## config.mk

```make
export PLATFORM = sky130hd
export DESIGN_NAME = alu_op_sequencer
export DESIGN_NICKNAME = d
export VERILOG_FILES = /design/src/rtl/alu_op_sequencer.sv
export SDC_FILE = /design/constraint.sdc
export NUM_CORES = 1
export LEC_CHECK = 0
export BUFFER_PORTS_ARGS = -buffer_cell sky130_fd_sc_hd__buf_2
export CAP_MARGIN = 10
export CORE_UTILIZATION = 47
export DETAILED_ROUTE_END_ITERATION = 10
export GPL_TIMING_DRIVEN = 0
export PLACE_DENSITY = 0.76
export SETUP_SLACK_MARGIN = 0.1
export SLEW_MARGIN = 10
export SYNTH_ARGS = -nofsm -noshare
export SYNTH_HDL_FRONTEND = slang
export SYNTH_SLANG_ARGS = --single-unit
```

## constraint.sdc

```tcl
create_clock -name clk -period 2 [get_ports clk]
set_input_delay 0.3 -clock clk [delete_from_list [all_inputs] [get_ports clk]]
set_output_delay 0.3 -clock clk [all_outputs]
set_load 0.02 [all_outputs]
```

## src/rtl/alu_op_sequencer.sv

```systemverilog
`timescale 1ns/1ps
// Sequences one ALU operation: load A/B, hold send for ALU_WAIT cycles, capture result, return it.
// Result appears ALU_WAIT+1 cycles after request accept; a stalled response holds the FSM in RESP and blocks new requests.
module alu_op_sequencer #(
   parameter int ALU_WAIT = 2
) (
   input  logic       clk,
   input  logic       rst_n,
   input  logic       req_valid,
   output logic       req_ready,
   input  logic [7:0] req_a,
   input  logic [7:0] req_b,
   input  logic [3:0] req_op,
   output logic [7:0] data_a_out,
   output logic [7:0] data_b_out,
   output logic       load_a,
   output logic       load_b,
   output logic       send_a,
   output logic       send_alu,
   output logic [3:0] opcode_out,
   input  logic [7:0] alu_result,
   output logic       rsp_valid,
   input  logic       rsp_ready,
   output logic [7:0] rsp_data,
   output logic [7:0] op_count
);

   typedef enum logic [1:0] {IDLE, LOAD, ISSUE, RESP} state_t;

   localparam logic [3:0] WAIT_INIT = 4'(ALU_WAIT - 1);

   state_t     state;
   state_t     nextState;
   logic [3:0] waitCnt;
   logic [7:0] opA;
   logic [7:0] opB;
   logic [3:0] opCode;
   logic [7:0] rspData;
   logic [7:0] opCount;
   logic       waitDone;

   assign waitDone = (waitCnt == 4'd0);

   always_ff @(posedge clk or negedge rst_n) begin
      if (!rst_n) begin
         state <= IDLE;
      end else begin
         state <= nextState;
      end
   end

   // Every strobe is a pure decode of the state register, so reset clears them immediately.
   always_comb begin
      nextState = state;
      req_ready = 1'b0;
      load_a    = 1'b0;
      load_b    = 1'b0;
      send_a    = 1'b0;
      send_alu  = 1'b0;
      rsp_valid = 1'b0;
      case (state)
         IDLE: begin
            req_ready = 1'b1;
            if (req_valid) nextState = LOAD;
         end
         LOAD: begin
            load_a    = 1'b1;
            load_b    = 1'b1;
            nextState = ISSUE;
         end
         ISSUE: begin
            send_a   = 1'b1;
            send_alu = 1'b1;
            if (waitDone) nextState = RESP;
         end
         RESP: begin
            rsp_valid = 1'b1;
            if (rsp_ready) nextState = IDLE;
         end
         default: nextState = IDLE;
      endcase
   end

   always_ff @(posedge clk or negedge rst_n) begin
      if (!rst_n) begin
         opA     <= 8'h00;
         opB     <= 8'h00;
         opCode  <= 4'h0;
         waitCnt <= 4'h0;
         rspData <= 8'h00;
         opCount <= 8'h00;
      end else begin
         if (state == IDLE && req_valid) begin
            opA    <= req_a;
            opB    <= req_b;
            opCode <= req_op;
         end
         if (state == LOAD) begin
            waitCnt <= WAIT_INIT;
         end else if (state == ISSUE && !waitDone) begin
            waitCnt <= waitCnt - 4'd1;
         end
         // alu_result is only trusted on the last ISSUE edge, after the full settle time.
         if (state == ISSUE && waitDone) begin
            rspData <= alu_result;
         end
         if (state == RESP && rsp_ready) begin
            opCount <= opCount + 8'd1;
         end
      end
   end

   assign data_a_out = opA;
   assign data_b_out = opB;
   assign opcode_out = opCode;
   assign rsp_data   = rspData;
   assign op_count   = opCount;

endmodule

```

==> results of run 1 <==
## worst paths after layout
path / from / end / slack, ns / cells after the start
worst max register to register: waitCnt[0] / state[1] / 0.15 / 6
max in group asynchronous: rst_n / data_b_out[7] / 1.32 / 1
worst min register to register: op_count[7] / op_count[7] / 0.46 / 1
worst min-delay path: rst_n / rsp_data[5] / 0.14 / 1
worst max-delay path: waitCnt[0] / state[1] / 0.15 / 6
min in group clk: req_b[6] / data_b_out[6] / 0.25 / 2
## logic make-up (layout without fill, tap and decap cells)
group	after synthesis	in the layout
adders and majority gates	7	7
DFF	42	42
muxes	30	30
AOI/OAI and AO/OA	10	10
xor gates and xnor gates	7	7
buffers and inverters	14	99
and+or+nand+nor	20	20
## area by class of cell
type / instances / area share [%]
clock buffers: 7 / 3.61
inverters: 8 / 1.26
flip-flops and latches: 42 / 44.0
repair buffers: 77 / 16.5
plain buffers: 6 / 1.99
clock inverters: 1 / 0.209
well taps: 48 / 2.51
multi-input cells: 74 / 29.9
## per-stage QoR
| stage | hold slack [ns] | worst slack, ns |
|---|---|---|
| 2_1_floorplan | 0.00441 | 0.142 |
| 3_3_place_gp | 0.450 | 0.226 |
| 3_5_place_dp | 0.455 | 0.142 |
| 4_1_cts | 0.164 | 0.123 |
| 5_1_grt | 0.228 | 0.0996 |
| 6_report | 0.138 | 0.148 |
## flip-flops by register name, indices dropped and copies added, names as in the netlist
| signal | flops |
|---|---|
| data_a_out | 8 |
| op_count | 8 |
| data_b_out | 8 |
| rsp_data | 8 |
| waitCnt | 4 |
| state | 2 |
| opcode_out | 4 |
## per-layer routing
| layer | global-route usage (%) | up-vias | routed length, microns |
|---|---|---|---|
| met3 | 4.82 | 4 | 218 |
| met1 | 18.8 | 618 | 1320 |
| met2 | 30.1 | 52 | 1720 |
| met4 | 6.11 | 0 | 25 |
| met5 | 0 | - | 0 |
| li1 | - | 614 | - |
## placed cells by master (no fill, tap or decap), drive strengths merged
cell type / n
a21oi: 4
mux2: 30
xnor2: 3
ha: 7
inv: 8
o21bai: 1
clkbuf: 10
buf: 80
dfrtp: 42
nor2: 3
or3: 1
nand4b: 1
a311oi: 1
nand3: 2
o21ai: 2
o32a: 1
or3b: 1
and3: 1
nand4: 1
a221oi: 1
nor2b: 1
or4b: 1
nand2: 5
xor2: 4
nor3: 3
clkinv: 1
## critical path, cell delays in order (launching register included)
cell      delay (ns)
dfrtp_1         0.41
inv_2           0.09
ha_4            0.11
or3b_4          0.37
buf_8           0.15
a221oi_4        0.28
mux2_4          0.32
## power groups by stage
stage / clock network, mW / registers, mW / logic, mW
floorplan: 0 / 1.90 / 0.982
global placement: 0 / 1.47 / 1.93
detailed placement: 0 / 1.50 / 2.00
CTS: 0.555 / 1.49 / 2.00
global route: 0.585 / 1.54 / 2.23
finish: 0.527 / 1.49 / 2.07
## repair_timing
item	CTS	global route
hold buffers	0	0
gates resized for setup	0	12
buffers inserted	0	4
setup endpoints to repair	0	22
==> impl_results.md, run 1 <==
* Die Footprint at 4120 sq um
* Worst VDD drop at approximately 0.95 mV
* Multiplexer area fraction after synthesis at a little under a fifth
* Synth Flop Type: dfrtp_1
* DR vias/cell at about 4.9
* Half-perimeter wire length after placement at ~2.5 mm
* Fin. max-slew vios at 0
* Leakage at between 1 and 1.5 nW
* Area contributors post-synth: dfrtp_1, mux2_2, ha_1
* Post-Synth XOR/XNOR Area at 3.37%
* Post-DP Area at 2240 sq um
* Internal power at between 2 and 2.5 mW
* Total GRT Usage at between 15 and 20%
* Post-synthesis simple-gate area fraction at about 6.9%
* Net Count, Synth at 169
* Switch Pwr at roughly 1.6 mW
* Layout cell share with drive strength beyond 1 at just under 60%
* Final non-filler cell total at ~260
* PwrDens at between 1500 and 2000 nW/um^2
* Total grt overflow at 0
* Tcrit/Tclk final at 92.6%
* Data required time of the worst path at around 2.2 ns
* Largest net degree at the start of global routing at 43
* GP Congestion at slightly below 0.7
* CP Capture Type: flip-flop
* Register area at around 1100 sq um
* Setup_tns at 0 ns
* Max cap viols at 0
* Die Y-Extent at around 64 microns
* Port Buffers at 73
* Post-synthesis sequential area ratio at slightly below 60%
* # IOs at between 70 and 80
* Initial core utilization at roughly 50%
* Drt total wl at ~3.3 mm
* Slew HR at about two fifths
* Final #Nets at ~250
* Top cell type's share of synthesized area at between 50% and 60%
* Gate power share at 50.6%
* CTS tree: built
* Final ANT Viol Nets at 0
* Run status: finished clean
* Post-Synth Adder-Cell Area at under 10%
* DRC at 0
* # diodes at 0
* CP Class: flip-flop to flip-flop
* Via count at between 1000 and 1500
* Worst EP arrival at 2.02 ns
* Fin area at approximately 2400 sq um
* Worst-margin pin slew at about 0.9 ns
* Area of the multi-input gates at just over 700 sq um
* Longest Clk Path Bufs at 2
* Minimum clock period at about 1.9 ns
* Area Overhead vs Synth at 31.4%
* Clk_skew at 0.00462 ns
* Highest Clock Rate at about 540 MHz
* Sink Count at 42
* Crit path launch type: flip-flop
* Clock Power Share at 12.9%
* Worst-path fanout max at 6
* Most common cell in the netlist: dfrtp_1
* Routed len/inst at between 10 and 15 microns
* Final Hold Vio Count at 0
* Placed cell count at ~250
* Die X-Extent at 64.2 microns
* Post-layout util at between 60% and 70%
* Largest family of logic cells by synthesized area: multiplexers
* CTS Buf Count at 5
* Switching Share at 39.5%
* Most instantiated cells after synthesis: dfrtp_1, mux2_2, inv_1, ha_1, nand2_1
* Hold/Removal Path Class: input pin to asynchronous set/reset pin
* First-pass GRT wire length at approximately 5.2 mm
* Yosys reg bits at 42
* Cell Area, Synth at between 1500 and 2000 sq um
* Total power draw at 4.09 mW
* Asr flop ratio synth at 100%
* Clock-pin slew on the worst setup and hold paths at approximately 0.070 ns
* Core area at roughly 3700 sq um
* Number of synthesized flops with an enable pin at 0
* FILL cells at roughly 290
* Vias in the first global route at about 1200
* Depth of the CTS H-tree at 2
* Final setup fails at 0
* Reg power frac at between 30% and 40%
* Clk Latency, worst-skew pair at about 0.28 ns
* Compound-cell area share of the yosys netlist at between 4 and 5%
* Synth cell types at 29
* Clk root buf: clkbuf_8
* Row cnt at 22
* Initial antenna violation count at 0
* RSZ-0062 raised after global routing: false
* Synth warn at 0
* Dominant cell type by area after synthesis: dfrtp_1
* Post-synthesis cell count at 130
* Post-Syn Area per Cell at roughly 14 sq um
* Drt initial violations at 19
* Drt first pass iters at 4
No activity file was read; power rests on OpenSTA's default activity.
==> run 2: changes to the inputs <==
--- a/config.mk
+++ b/config.mk
@@ -7,10 +7,10 @@
 export LEC_CHECK = 0
 export BUFFER_PORTS_ARGS = -buffer_cell sky130_fd_sc_hd__buf_2
 export CAP_MARGIN = 10
-export CORE_UTILIZATION = 47
+export CORE_UTILIZATION = 38
 export DETAILED_ROUTE_END_ITERATION = 10
 export GPL_TIMING_DRIVEN = 0
-export PLACE_DENSITY = 0.76
+export PLACE_DENSITY = 0.63
 export SETUP_SLACK_MARGIN = 0.1
 export SLEW_MARGIN = 10
 export SYNTH_ARGS = -nofsm -noshare
==> constraint.sdc (replaced) <==
create_clock -name clk -period 2.07 [get_ports clk]
set_input_delay 0.3105 -clock clk [delete_from_list [all_inputs] [get_ports clk]]
set_output_delay 0.3105 -clock clk [all_outputs]
set_load 0.02 [all_outputs]
==> run 2 against run 1 <==
The run now ends with design-rule violations left; critical path depth unchanged; global-route usage shrank 1.8 points; via count shrank 1.3%; cell count is the same; first-iteration DRC count up 110%; register-to-register slack improved by 0.07 ns.
==> impl_results.md, run 2 (synthesis gave the netlist of run 1 again) <==
* Sink Count at 42 (unchanged)
* CTS tree: built
* Layout cell share with drive strength beyond 1 at 56.4% (-3.1 points)
* Hold/Removal Path Class: input pin to asynchronous set/reset pin
* Leakage at 1.24 nW (-0.17%)
* CP startpoint: state[0]
* Failing checks: design-rule violations
* Worst EP arrival at 2.07 ns (+0.05 ns)
* Port Buffers at 73 (unchanged)
* Highest Clock Rate at 540 MHz (about the same)
* Switch Pwr at 1.57 mW (-2.9%)
* Most frequent cells in the layout: buf_2, dfrtp_1, mux2_2
* GP Congestion at 0.760 (+10%)
* Longest Clk Path Bufs at 2 (unchanged)
* Gate power share at 46.4% (-4.2 points)
* # IOs at 74 (unchanged)
* Clock-pin slew on the worst setup and hold paths at 0.08 ns (about the same)
* Clk Latency, worst-skew pair at 0.29 ns (about the same)
* Die X-Extent at 71.2 microns (+11%)
* Max stage delay on crit path at 0.54 ns (+0.13 ns)
* Drt initial violations at 40 (+21)
* Drt total wl at 3.51 mm (+6.8%)
* Reg2reg path depth at 6 (unchanged)
* Final ANT Viol Nets at 0 (unchanged)
* Row cnt at 24 (+9.1%)
* Slowest-stage cell, CP: or4b_1
* Final Hold Vio Count at 0 (unchanged)
* Data required time of the worst path at 2.29 ns (+0.12 ns)
* Run status: complete, but fails checks
* Tcrit/Tclk final at 89.5% (-3.1 points)
* RSZ-0062 raised after global routing: false
* Worst VDD drop at 0.737 mV (-22%)
* Flop-to-flop setup slack at 0.22 ns (+0.07 ns)
* Setup_tns at 0 ns (unchanged)
* Final setup fails at 0 (unchanged)
* Minimum clock period at 1.85 ns (+0.00115 ns)
* Depth of the CTS H-tree at 2 (unchanged)
* Vias in the first global route at 1339 (+8.5%)
* Largest net degree at the start of global routing at 43 (unchanged)
* Reg power frac at 34.6% (-1.9 points)
* First-pass GRT wire length at 5.81 mm (+12%)
* Crit path capture: waitCnt[3]
* DR vias/cell at 4.83 (-1.3%)
* Initial antenna violation count at 0 (unchanged)
* # diodes at 0 (unchanged)
* DRC at 6 (+6)
* Commonest non-fill, non-tap cell in the layout: buf_2
* Routed len/inst at 13.3 microns (+6.8%)
* Crit path launch type: flip-flop
* Die Footprint at 5070 sq um (+23%)
* Clk root buf: clkbuf_8
* CP Capture Type: flip-flop
* Final WS setup at 0.217 ns (+0.0688 ns)
* Total GRT Usage at 15.0% (-1.8 points)
* PwrDens at 1730 nW/um^2 (+0.93%)
* Max cap viols at 0 (unchanged)
* Critical-path cell list: inv_1 -> ha_1 -> buf_2 -> inv_1 -> or4b_1 -> a21oi_1
* Clk_skew at 0.00289 ns (-0.00173 ns)
* Setup WS pre-CTS at 0.185 ns (+0.0434 ns)
* RR Endpoint: waitCnt[3]
* Placed cell count at 255 (+1.6%)
* CP Class: flip-flop to flip-flop
* Switching Share at 38.0% (-1.5 points)
* Final non-filler cell total at 263 (unchanged)
* Slew HR at 40.1% (-1.4 points)
* Clock Power Share at 19.0% (+6.1 points)
* Area Overhead vs Synth at 31.5%
* Worst-margin pin slew at 0.899 ns (+0.0216 ns)
* Final #Nets at 249 (-1.6%)
* Via count at 1271 (-1.3%)
* Fin. max-slew vios at 0 (unchanged)
* Core area at 4470 sq um (+21%)
* CTS Buf Count at 5 (unchanged)
* Total grt overflow at 0 (unchanged)
* Crit path top cell by count: inv_1
* Initial core utilization at 40.7% (-8.7 points)
* Die Y-Extent at 71.2 microns (+11%)
* Reg2reg start: state[0]
* Drt first pass iters at 7 (+3)
* Internal power at 2.56 mW (+3.6%)
* Half-perimeter wire length after placement at 2.66 mm (+4.4%)
* Worst-path fanout max at 8 (+2)
-- run 2: repair_timing --
| item | in CTS | in global routing |
|---|---|---|
| buffers inserted | 0 | 0 |
| hold buffers | 0 | 0 |
| endpoints found under the setup margin | 0 | 1 |
| gates resized for setup | 0 | 1 |
-- run 2: power by group through the flow --
stage	combinational (mW)	clock (mW)	sequential, mW
after floorplan	0.948	0	1.83
after global placement	1.88	0	1.42
after detailed placement	1.95	0	1.45
after CTS	1.95	0.808	1.43
after global routing	2.07	0.852	1.49
final	1.92	0.784	1.43
-- run 2: how the worst min path moves through the flow --
stage                          endpoint         from  depth (start not counted)
after global routing      data_a_out[1]        rst_n                          1
after CTS                 data_a_out[1]        rst_n                          1
after detailed placement    op_count[7]  op_count[7]                          1
after floorplan           data_a_out[0]        rst_n                          0
after global placement      op_count[7]  op_count[7]                          1
final                     data_a_out[1]        rst_n                          1
-- run 2: worst max-delay path: cells and delay by family (launching register included) --
kind / cells / cell delay [ns]
adder cells (fa/ha/maj): 1 / 0.21
flip-flops: 1 / 0.41
AO/OA/AOI/OAI: 1 / 0.15
AND/OR/NAND/NOR: 1 / 0.54
buffers and inverters: 3 / 0.46
-- run 2: per-stage QoR --
step | cell area [sq um] | utilization (%) | power [mW] | hold slack (ns)
finish | 2390 | 53.5 | 4.13 | 0.145
global route | 2390 | 53.5 | 4.41 | 0.218
CTS | 2390 | 53.5 | 4.19 | 0.186
detailed placement | 2250 | 50.3 | 3.39 | 0.455
global placement | 2250 | 50.3 | 3.30 | 0.456
floorplan | 1820 | - | 2.78 | 0.0149
-- run 2: layout make-up --
class                      instances  area (sq um)
buffer                             6          38.8
clock buffer                       6          82.6
multi-input combinational         74           699
fill                             387          2080
inverter                           8          30.0
timing repair buffer              73           365
sequential                        42          1050
tap                               52          65.1
clock inverter                     2          60.1
-- run 2: routing by layer --
layer  global-route usage, %  vias to the layer above  routed length, microns
met4                    6.22                        0                      30
met2                    25.8                       50                    1790
met3                    5.56                        4                     264
met1                    16.6                      611                    1430
met5                       0                        -                       0
li1                        -                      606                       -
